File: src/rtl/hilo_muldiv_unit_if.sv
// hilo_muldiv_unit_if
// Request/result bundle between decode/EX and the HI/LO mul/div unit.
//   master : drives start_i, op_i, src1_i, src2_i, flush_i; receives results
//   slave  : the mul/div unit
// Signals:
//   start_i        request (sampled only while the unit is idle)
//   op_i           00 MULT, 01 MULTU, 10 DIV, 11 DIVU
//   src1_i/src2_i  rs / rt operands
//   flush_i        cancel any in-flight operation
//   stall_o        pipeline stall request
//   busy_o         unit not idle
//   hi_we_o/lo_we_o one-cycle HI/LO write strobes
//   hi_o/lo_o      HI/LO write data
//   hilo_fwd_bus_o {hi_we_o, lo_we_o, hi_o, lo_o} for bypass readers
interface hilo_muldiv_unit_if #(
    parameter int WIDTH = 32
);
    logic                 start_i;
    logic [1:0]           op_i;
    logic [WIDTH-1:0]     src1_i;
    logic [WIDTH-1:0]     src2_i;
    logic                 flush_i;
    logic                 stall_o;
    logic                 busy_o;
    logic                 hi_we_o;
    logic                 lo_we_o;
    logic [WIDTH-1:0]     hi_o;
    logic [WIDTH-1:0]     lo_o;
    logic [2*WIDTH+1:0]   hilo_fwd_bus_o;

    modport master (
        output start_i, op_i, src1_i, src2_i, flush_i,
        input  stall_o, busy_o, hi_we_o, lo_we_o, hi_o, lo_o, hilo_fwd_bus_o
    );

    modport slave (
        input  start_i, op_i, src1_i, src2_i, flush_i,
        output stall_o, busy_o, hi_we_o, lo_we_o, hi_o, lo_o, hilo_fwd_bus_o
    );
endinterface

File: src/rtl/hilo_muldiv_unit.sv
// hilo_muldiv_unit
// Iterative multiply/divide engine of the EX stage and writer of HI/LO.
// MULT/MULTU use a shift-add multiplier, DIV/DIVU a restoring radix-2
// divider; both take WIDTH iterations, then one DONE cycle issues the
// HI/LO write strobes and the matching forwarding bus.
// Ports:
//   clk     rising-edge clock
//   resetn  asynchronous active-low reset
//   bus     hilo_muldiv_unit_if.slave (request, flush, stall, results)
// Build option:
//   HILO_FAST_MUL_EN  when defined, MULT/MULTU are computed with a single
//                     combinational multiply and go IDLE -> DONE directly.
//
// state | meaning
// IDLE  | waiting for start_i
// MUL   | shift-add iterations, one multiplier bit per cycle
// DIV   | restoring divide iterations, one quotient bit per cycle
// DONE  | HI/LO write strobes asserted for this one cycle
module hilo_muldiv_unit #(
    parameter int WIDTH = 32,
    parameter int CNT_W = 6
) (
    input  logic              clk,
    input  logic              resetn,
    hilo_muldiv_unit_if.slave bus
);

    typedef enum logic [1:0] {
        S_IDLE = 2'd0,
        S_MUL  = 2'd1,
        S_DIV  = 2'd2,
        S_DONE = 2'd3
    } state_t;

    state_t               state, state_nxt;
    logic [CNT_W-1:0]     cnt, cnt_nxt;
    // MUL: {partial product high, multiplier shifting out}
    // DIV: {remainder, dividend shifting out / quotient shifting in}
    logic [2*WIDTH-1:0]   acc, acc_nxt;
    logic [WIDTH-1:0]     dsr, dsr_nxt;         // multiplicand or divisor magnitude
    logic [WIDTH-1:0]     src1_raw, src1_raw_nxt;
    logic                 is_div, is_div_nxt;
    logic                 neg_q, neg_q_nxt;     // product / quotient negative
    logic                 neg_r, neg_r_nxt;     // remainder negative
    logic                 div_zero, div_zero_nxt;

    logic                 accept;
    logic                 op_signed;
    logic [WIDTH-1:0]     abs1, abs2;
    logic [WIDTH:0]       mul_sum;
    logic [WIDTH+1:0]     div_diff;
    logic                 last_iter;
    logic [2*WIDTH-1:0]   mul_res;
    logic [WIDTH-1:0]     res_hi, res_lo;
    logic                 wr;

    assign accept    = (state == S_IDLE) && bus.start_i && !bus.flush_i;
    assign op_signed = ~bus.op_i[0];
    assign abs1      = (op_signed && bus.src1_i[WIDTH-1]) ? -bus.src1_i : bus.src1_i;
    assign abs2      = (op_signed && bus.src2_i[WIDTH-1]) ? -bus.src2_i : bus.src2_i;

    assign mul_sum   = {1'b0, acc[2*WIDTH-1:WIDTH]} + (acc[0] ? {1'b0, dsr} : '0);
    // Trial subtract with one extra bit so the borrow lands in the MSB.
    assign div_diff  = {1'b0, acc[2*WIDTH-1:WIDTH], acc[WIDTH-1]} - {2'b00, dsr};
    assign last_iter = (cnt == CNT_W'(WIDTH-1));

    always_ff @(posedge clk or negedge resetn) begin
        if (!resetn) begin
            state    <= S_IDLE;
            cnt      <= '0;
            acc      <= '0;
            dsr      <= '0;
            src1_raw <= '0;
            is_div   <= 1'b0;
            neg_q    <= 1'b0;
            neg_r    <= 1'b0;
            div_zero <= 1'b0;
        end else begin
            state    <= state_nxt;
            cnt      <= cnt_nxt;
            acc      <= acc_nxt;
            dsr      <= dsr_nxt;
            src1_raw <= src1_raw_nxt;
            is_div   <= is_div_nxt;
            neg_q    <= neg_q_nxt;
            neg_r    <= neg_r_nxt;
            div_zero <= div_zero_nxt;
        end
    end

    always_comb begin
        state_nxt    = state;
        cnt_nxt      = cnt;
        acc_nxt      = acc;
        dsr_nxt      = dsr;
        src1_raw_nxt = src1_raw;
        is_div_nxt   = is_div;
        neg_q_nxt    = neg_q;
        neg_r_nxt    = neg_r;
        div_zero_nxt = div_zero;

        case (state)
            S_IDLE: begin
                if (accept) begin
                    cnt_nxt      = '0;
                    src1_raw_nxt = bus.src1_i;
                    is_div_nxt   = bus.op_i[1];
                    neg_q_nxt    = op_signed && (bus.src1_i[WIDTH-1] ^ bus.src2_i[WIDTH-1]);
                    neg_r_nxt    = op_signed && bus.src1_i[WIDTH-1];
                    div_zero_nxt = (bus.src2_i == '0);
                    if (bus.op_i[1]) begin
                        dsr_nxt   = abs2;
                        acc_nxt   = {{WIDTH{1'b0}}, abs1};
                        state_nxt = S_DIV;
                    end else begin
                        dsr_nxt   = abs1;
`ifdef HILO_FAST_MUL_EN
                        acc_nxt   = {{WIDTH{1'b0}}, abs1} * {{WIDTH{1'b0}}, abs2};
                        state_nxt = S_DONE;
`else
                        acc_nxt   = {{WIDTH{1'b0}}, abs2};
                        state_nxt = S_MUL;
`endif
                    end
                end
            end
            S_MUL: begin
                acc_nxt = {mul_sum, acc[WIDTH-1:1]};
                if (last_iter) begin
                    cnt_nxt   = '0;
                    state_nxt = S_DONE;
                end else begin
                    cnt_nxt = cnt + 1'b1;
                end
            end
            S_DIV: begin
                // Borrow set: restore (keep shifted remainder), quotient bit 0.
                if (div_diff[WIDTH+1]) begin
                    acc_nxt = {acc[2*WIDTH-2:WIDTH], acc[WIDTH-1], acc[WIDTH-2:0], 1'b0};
                end else begin
                    acc_nxt = {div_diff[WIDTH-1:0], acc[WIDTH-2:0], 1'b1};
                end
                if (last_iter) begin
                    cnt_nxt   = '0;
                    state_nxt = S_DONE;
                end else begin
                    cnt_nxt = cnt + 1'b1;
                end
            end
            S_DONE: begin
                state_nxt = S_IDLE;
            end
            default: begin
                state_nxt = S_IDLE;
            end
        endcase

        if (bus.flush_i && (state != S_IDLE)) begin
            state_nxt = S_IDLE;
            cnt_nxt   = '0;
        end
    end

    assign mul_res = neg_q ? -acc : acc;

    always_comb begin
        res_hi = mul_res[2*WIDTH-1:WIDTH];
        res_lo = mul_res[WIDTH-1:0];
        if (is_div) begin
            if (div_zero) begin
                // No trap on divide by zero: all-ones quotient, raw dividend.
                res_lo = '1;
                res_hi = src1_raw;
            end else begin
                res_lo = neg_q ? -acc[WIDTH-1:0] : acc[WIDTH-1:0];
                res_hi = neg_r ? -acc[2*WIDTH-1:WIDTH] : acc[2*WIDTH-1:WIDTH];
            end
        end
    end

    assign wr                 = (state == S_DONE) && !bus.flush_i;
    assign bus.hi_we_o        = wr;
    assign bus.lo_we_o        = wr;
    assign bus.hi_o           = wr ? res_hi : '0;
    assign bus.lo_o           = wr ? res_lo : '0;
    assign bus.hilo_fwd_bus_o = {bus.hi_we_o, bus.lo_we_o, bus.hi_o, bus.lo_o};
    assign bus.busy_o         = (state != S_IDLE);
    // Low in DONE so the stalled instruction advances as the write lands.
    assign bus.stall_o        = accept || (state == S_MUL) || (state == S_DIV);

endmodule

File: src/flat_wrapper.sv
// flat-port wrapper written by rule: the top's interface ports become plain ports
module hilo_muldiv_unit_flat 
#(
    parameter int WIDTH = 32,
    parameter int CNT_W = 6
)
  (clk, resetn, bus_start_i, bus_op_i, bus_src1_i, bus_src2_i, bus_flush_i, bus_stall_o, bus_busy_o, bus_hi_we_o, bus_lo_we_o, bus_hi_o, bus_lo_o, bus_hilo_fwd_bus_o);
  hilo_muldiv_unit_if #(.WIDTH(WIDTH)) bus_i ();
  input  logic clk;
  input  logic resetn;
  input wire logic [$bits(bus_i.start_i)-1:0] bus_start_i;
  input wire logic [$bits(bus_i.op_i)-1:0] bus_op_i;
  input wire logic [$bits(bus_i.src1_i)-1:0] bus_src1_i;
  input wire logic [$bits(bus_i.src2_i)-1:0] bus_src2_i;
  input wire logic [$bits(bus_i.flush_i)-1:0] bus_flush_i;
  output wire logic [$bits(bus_i.stall_o)-1:0] bus_stall_o;
  output wire logic [$bits(bus_i.busy_o)-1:0] bus_busy_o;
  output wire logic [$bits(bus_i.hi_we_o)-1:0] bus_hi_we_o;
  output wire logic [$bits(bus_i.lo_we_o)-1:0] bus_lo_we_o;
  output wire logic [$bits(bus_i.hi_o)-1:0] bus_hi_o;
  output wire logic [$bits(bus_i.lo_o)-1:0] bus_lo_o;
  output wire logic [$bits(bus_i.hilo_fwd_bus_o)-1:0] bus_hilo_fwd_bus_o;
  assign bus_i.start_i = bus_start_i;
  assign bus_i.op_i = bus_op_i;
  assign bus_i.src1_i = bus_src1_i;
  assign bus_i.src2_i = bus_src2_i;
  assign bus_i.flush_i = bus_flush_i;
  assign bus_stall_o = bus_i.stall_o;
  assign bus_busy_o = bus_i.busy_o;
  assign bus_hi_we_o = bus_i.hi_we_o;
  assign bus_lo_we_o = bus_i.lo_we_o;
  assign bus_hi_o = bus_i.hi_o;
  assign bus_lo_o = bus_i.lo_o;
  assign bus_hilo_fwd_bus_o = bus_i.hilo_fwd_bus_o;
  hilo_muldiv_unit #(.WIDTH(WIDTH), .CNT_W(CNT_W)) u_core (.clk(clk), .resetn(resetn), .bus(bus_i));
endmodule
File: config.mk
export PLATFORM = sky130hd
export DESIGN_NAME = hilo_muldiv_unit_flat
export DESIGN_NICKNAME = d
export VERILOG_FILES = /design/src/rtl/hilo_muldiv_unit_if.sv /design/src/rtl/hilo_muldiv_unit.sv /design/src/flat_wrapper.sv
export SDC_FILE = /design/constraint.sdc
export NUM_CORES = 1
export LEC_CHECK = 0
export BUFFER_PORTS_ARGS = -buffer_cell sky130_fd_sc_hd__buf_2
export CAP_MARGIN = 0
export CORE_MARGIN = 2
export CORE_UTILIZATION = 35
export CTS_BUF_LIST = sky130_fd_sc_hd__clkbuf_4 sky130_fd_sc_hd__clkbuf_8
export DETAILED_ROUTE_END_ITERATION = 8
export SLEW_MARGIN = 40
export SYNTH_ARGS = -nofsm -noshare
export SYNTH_HDL_FRONTEND = slang
export SYNTH_SLANG_ARGS = --single-unit
File: constraint.sdc
create_clock -name clk -period 5.5 [get_ports clk]
set_input_delay 1.1 -clock clk [delete_from_list [all_inputs] [get_ports clk]]
set_output_delay 1.1 -clock clk [all_outputs]
set_load 0.01 [all_outputs]
; ---- Word level (Yosys, flattened, before mapping)
; Index checks and enable logic that the tools add are counted.
[op_classes]
add_sub_neg = 8
bitwise = 2
reduce_logical = 20
muxes = 26
eq_ne = 7
[op_table]
columns = operator, count
row1 = $mux W32, 13
row2 = $mux W64, 3
row3 = $pmux W64 S3, 1
row4 = $neg A32 Y32, 4
row5 = $neg A64 Y64, 1
row6 = $sub A33 B32 Y34, 1
row7 = $add A32 B33 Y33, 1
row8 = $logic_not A32 Y1, 1
row9 = $mux W6, 3
row10 = $pmux W6 S2, 1
row11 = $mux W2, 4
row12 = $reduce_and A2 Y1, 4
row13 = $logic_and A1 B1 Y1, 7
row14 = $add A6 B1 Y6 const B, 1
row15 = $eq A6 B5 Y1 const B, 1
row16 = $pmux W2 S3, 1
row17 = $reduce_bool A3 Y1, 2
row18 = $eq A2 B2 Y1 const B, 2
row19 = $ne A3 B1 Y1 const B, 1
row20 = $ne A3 B2 Y1 const B, 1
row21 = $eq A2 B1 Y1 const B, 1
row22 = $logic_not A2 Y1, 1
row23 = $logic_or A1 B1 Y1, 2
row24 = $ne A2 B1 Y1 const B, 1
row25 = other kinds (5), 5
[totals]
elab_cells = 72
reg_bits = 140
input_bits = 70
out_inout_bits = 134

; ---- Longest topological paths before layout
[depth]
depth_word = 6
depth_mapped = 13
depth_no_buf = 13

; ---- Worst setup path before layout
; Ideal clock, no wire load.
[synth_path]
path_type = reg2out
from = register u_core.acc[10]
to = output port bus_hilo_fwd_bus_o[41]
t_required_ns = 4.400
arrival_ns = 3.854
stages_incl_launch_ff = 13
path_buffers = 3
path_slack_ns = 0.546
cell_sequence = dfrtp_1 -> buf_6 -> or4_4 -> or4_4 -> or3_4 -> or3_4 -> or4_1 -> buf_2 -> o41ai_2 -> xnor2_1 -> nor2_1 -> a211oi_1 -> buf_4
[synth_between]
elab_chain_len = 4
[synth_lines]
columns = item, line_no
row1 = start: declaration, hilo_muldiv_unit.sv:39  ; logic [2*WIDTH-1:0] acc, acc_nxt;
row2 = start signal: assignment, hilo_muldiv_unit.sv:81  ; acc <= acc_nxt;
row3 = $neg A64 Y64, hilo_muldiv_unit.sv:164  ; assign mul_res = neg_q ? -acc : acc;
row4 = $mux W64, hilo_muldiv_unit.sv:164
row5 = $mux W32, hilo_muldiv_unit.sv:169  ; if (is_div) begin
row6 = $mux W32, hilo_muldiv_unit.sv:184  ; assign bus.hi_o = wr ? res_hi : '0;
row7 = end: declaration, flat_wrapper.sv:22  ; output wire logic [$bits(bus_i.hilo_fwd_bus_o)-1:0] bus_hilo_fwd_bus_o;
; No other way between the ends.

; ---- Worst setup path in the final report
[layout_path]
from = register u_core.acc[10]
to = output port bus_hi_o[9]
[layout_between]
elab_chain_len = 4
[layout_lines]
columns = item, line_no
row1 = $neg A64 Y64, hilo_muldiv_unit.sv:164
row2 = $mux W64, hilo_muldiv_unit.sv:164
row3 = $mux W32, hilo_muldiv_unit.sv:169
row4 = $mux W32, hilo_muldiv_unit.sv:184
row5 = end: declaration, flat_wrapper.sv:20  ; output wire logic [$bits(bus_i.hi_o)-1:0] bus_hi_o;
; No other way between the ends.

==> metrics.md <==
| Metric | Value |
|---|---|
| Post-route minimum period | `5.351 ns` |
| CP Launch Type | `flop` |
| Final nets | `2236` |
| Net Count, Synth | `2164` |
| Final period util | `0.9730` |
| Maximum vdd drop | `0.0003194 V` |
| Gr busiest metal | `met2` |
| Post-synth top flop | `dfrtp_1` |
| 1st-iter DRT viols | `1839` |
| Reg2reg setup slack | `1.21 ns` |
| Asr flop ratio synth | `1.000` |
| Yosys top cell by area | `dfrtp_1` |
| Final hold vios | `0` |
| GRT Util Overall | `0.2668` |
| Die Wd | `210.0 um` |
| Worst-skew pair later-pin latency | `0.51 ns` |
| Library cells used by synthesis | `71` |
| MaxCap Viol Count | `0` |
| Grt met2 use | `0.4018` |
| Worst-Margin Slew | `0.8634 ns` |
| PD cells | `707.4 nW/um^2` |
| Sw Share | `0.5637` |
| CTS Hold Bufs | `0` |
| Clock Pin Slew Worst Setup and Hold Paths | `0.09 ns` |
| Sequential power share | `0.187` |
| GRT Residual Overflow | `0` |
| Via density | `5.947` |
| Initial antenna violation count | `0` |
| Worst Hold Launch | `u_core.src1_raw[11]` |
| Ant diodes | `0` |
| Remaining antenna violation count after routing | `0` |
| Syn avg cell area | `7.361 um^2` |
| Worst R2R End | `u_core.acc[59]` |
| Worst R2R Start | `u_core.acc[0]` |
| Critical Path Sink Type | `output pin` |
| Num CTS Buffers | `17` |
| Share of layout cells above drive strength 1 | `0.1579` |
| Peak Freq | `186.9 MHz` |
| Outcome | `complete, no violations` |
| Critical Path RT | `4.40 ns` |
| First-pass GRT wire length | `90310 um` |
| Synth warn | `0` |
| Worst Path Arrival | `4.25 ns` |
| CTS Buffer Depth | `2` |
| FP Rows | `75` |
| RSZ-0062 raised after global routing | `false` |
| Leak | `7.588 nW` |
| Top Family by Delay on Critical Path | `simple AND/OR/NAND/NOR gates` |
| H-tree Lvls | `4` |
| Setup TNS | `0 ns` |
| I/O pin count | `204` |
| Hold depth | `2` |
| Post-route DRC | `0` |
| Total Power | `11.67 mW` |
| GR Layer Usage met3 | `0.04470` |
| P&R area growth vs syn | `11.09%` |
| Critical Path Fanout Max | `9` |
| Core area | `41950 um^2` |
| DP Wirelength | `45320 um` |
| DR pass1 iterations | `6` |
| Port Buffers | `203` |
| Max Clock Skew | `0.01992 ns` |
| Synthesized flop and latch total | `140` |
| Switch Pwr | `6.580 mW` |
| Reg2Reg Depth | `13` |
| Drt total wl | `59620 um` |
| Post-synthesis sequential area ratio | `0.2358` |
| Placed cell count | `2607` |
| Fin cells | `2642` |
| Number of global-route vias before repair | `14590` |
| Combinational Power Share | `0.724` |
| CTS Root Cell | `clkbuf_8` |
| Slew Viols, Final | `0` |
| Min-Delay Path Class | `flop to flop` |
| Mapped cell area | `14860 um^2` |
| Largest cells by area after synthesis | `dfrtp_1 24%, nand2_1 7.0%, ha_1 6.2%` |
| Clock Sinks | `140` |
| Post-synth EDFFs | `0` |
| Setup Crit Path Kind | `flop to output pin` |
| Gp weighted congestion | `0.9467` |
| Initial Utilization | `0.3542` |
| CTS tree | `yes` |
| Hold endpoint | `u_core.src1_raw[11]` |
| Int Power | `5.093 mW` |
| Die area | `44110 um^2` |
| Vias post-DR | `15710` |
| Max-slew headroom | `0.4191` |
| Slowest CP cell | `or4_4` |
| Die Y | `210.0 um` |
| Met1 usage in global routing | `0.3910` |
| Post-synthesis cell count | `2018` |
| CP cell instances | `or4_4 > or4_4 > or3_4 > or3_4 > or4_1 > buf_8 > o41ai_4 > xnor2_1 > nor2_1 > a211oi_2 > buf_2` |
| CP Launch Point | `u_core.acc[10]` |
| Yosys top cell area share | `0.2358` |
| Hold_ws | `0.4852 ns` |
| Final setup fails | `0` |
| Critical Path Max Stage Delay | `0.57 ns` |
| Largest net degree at the start of global routing | `84` |
| Clock share of power | `0.089` |
| WL/cell | `22.56 um` |
| Bufs and invs on worst path | `2` |
[worst min-delay path, cell delays in order, from the launching register on]
cell and delay [ns]:
dfrtp_1 0.35, nand2_1 0.05, nand2_1 0.05
[cell usage in the layout, fill, tap and decap left out, types with 10 or more instances in the layout]
cell type  count
nand2_1      275
a22o_1        31
xor2_1        90
clkbuf_8      19
nand2b_1      17
dfrtp_1      137
or2_2         10
nor2b_1       16
inv_1         65
nand4_1       12
and3_1        16
xnor2_1       96
o21a_1        12
buf_4         47
nor3_1        27
or4_1         16
buf_2        202
o211ai_1      19
o221ai_1      17
mux2i_1       44
nor4_1        12
or3_1         25
nor2_1       190
a21o_1        23
o31ai_1       30
o21ai_0      169
a211oi_1      22
o22ai_1       37
a21oi_1      172
ha_1          74
a22oi_1       18
nand3_1       25
o41ai_1       11
[routing by layer]
metal | share of wire | vias up
met5 | 0 | -
met4 | 0.022 | 0
met3 | 0.088 | 81
met2 | 0.43 | 793
met1 | 0.46 | 7559
li1 | - | 7278
[cells in the mapped netlist (5+ instances only)]
| cell type | number |
|---|---|
| o21bai_1 | 5 |
| and3_1 | 16 |
| nand2b_1 | 18 |
| or2_2 | 10 |
| o21ai_0 | 170 |
| clkbuf_1 | 118 |
| a211oi_1 | 26 |
| nor4_1 | 12 |
| xor2_1 | 90 |
| a211o_1 | 6 |
| o221ai_1 | 17 |
| a21oi_1 | 173 |
| or3_1 | 25 |
| nor2_1 | 190 |
| ha_1 | 74 |
| mux2_2 | 6 |
| buf_4 | 67 |
| a22oi_1 | 18 |
| a21o_1 | 23 |
| mux2i_1 | 44 |
| dfrtp_1 | 140 |
| a22o_1 | 31 |
| o211ai_1 | 19 |
| nor3_1 | 28 |
| o31ai_1 | 31 |
| nand3_1 | 27 |
| buf_1 | 11 |
| o41ai_1 | 13 |
| nor3b_1 | 9 |
| nand4_1 | 12 |
| or4_1 | 17 |
| nor2b_1 | 16 |
| inv_1 | 65 |
| o21a_1 | 12 |
| o22ai_1 | 37 |
| nand2_1 | 277 |
| xnor2_1 | 96 |
| a31oi_1 | 9 |
[through the flow]
| step | cell area [um^2] | setup slack (ns) | utilization |
|---|---|---|---|
| final | 16500 | 0.1487 | 0.3934 |
| after global routing | 16500 | 0.02515 | 0.3934 |
| after CTS | 16430 | 0.009740 | 0.3917 |
| after detailed placement | 15940 | 0.2998 | 0.3799 |
| after global placement | 15920 | 0.4070 | 0.3796 |
| after floorplan | 14860 | 0.5462 | - |
[how the worst max path moves through the flow]
stage                                   endpoint  slack, ns  cells past startpoint
final                                bus_hi_o[9]       0.15                     11
after global routing      bus_hilo_fwd_bus_o[45]       0.03                     11
after CTS                           bus_hi_o[25]       0.01                     11
after detailed placement  bus_hilo_fwd_bus_o[58]       0.30                     12
after global placement              bus_hi_o[26]       0.41                     12
after floorplan           bus_hilo_fwd_bus_o[41]       0.55                     12
[flip-flops by register name, summed over array words and instances, names as in the netlist]
name             cells
u_core.is_div        1
u_core.dsr          32
u_core.src1_raw     32
u_core.neg_q         1
u_core.cnt           6
u_core.div_zero      1
u_core.neg_r         1
u_core.state         2
u_core.acc          64
[cells by family (layout without fill, tap and decap cells)]
| family | count (synthesis) | count (layout) | synth area share |
|---|---|---|---|
| AND/OR/NAND/NOR | 678 | 678 | 0.2080 |
| AO/OA/AOI/OAI | 622 | 622 | 0.2625 |
| buffers and inverters | 266 | 351 | 0.08481 |
| XOR/XNOR | 186 | 186 | 0.1097 |
| flip-flops | 140 | 140 | 0.2358 |
| adder cells (fa/ha/maj) | 76 | 76 | 0.06502 |
| multiplexers | 50 | 50 | 0.03419 |
[power by group through the flow]
| stage | Combinational (mW) | Sequential [mW] | Clock, mW |
|---|---|---|---|
| after detailed placement | 8.06 | 2.16 | 0 |
| after global routing | 9.21 | 2.22 | 1.09 |
| after CTS | 8.18 | 2.14 | 1.05 |
| after global placement | 8.03 | 2.14 | 0 |
| after floorplan | 5.96 | 1.79 | 0 |
| final | 8.46 | 2.18 | 1.04 |
[area by class of cell]
cell class | count | area (um^2)
flip-flops and latches | 140 | 3510
clock inverters | 13 | 200.2
fillers | 4410 | 25440
repair buffers | 252 | 1401
clock buffers | 19 | 261.5
multi-input cells | 1612 | 10200
inverters | 67 | 251.5
well taps | 539 | 674.4
[repair_timing]
item,CTS,global route
pin swaps,1,1
resized for setup,4,10
endpoints found under the setup margin,8,22
setup buffers,2,1
No activity file was read; power rests on OpenSTA's default activity.
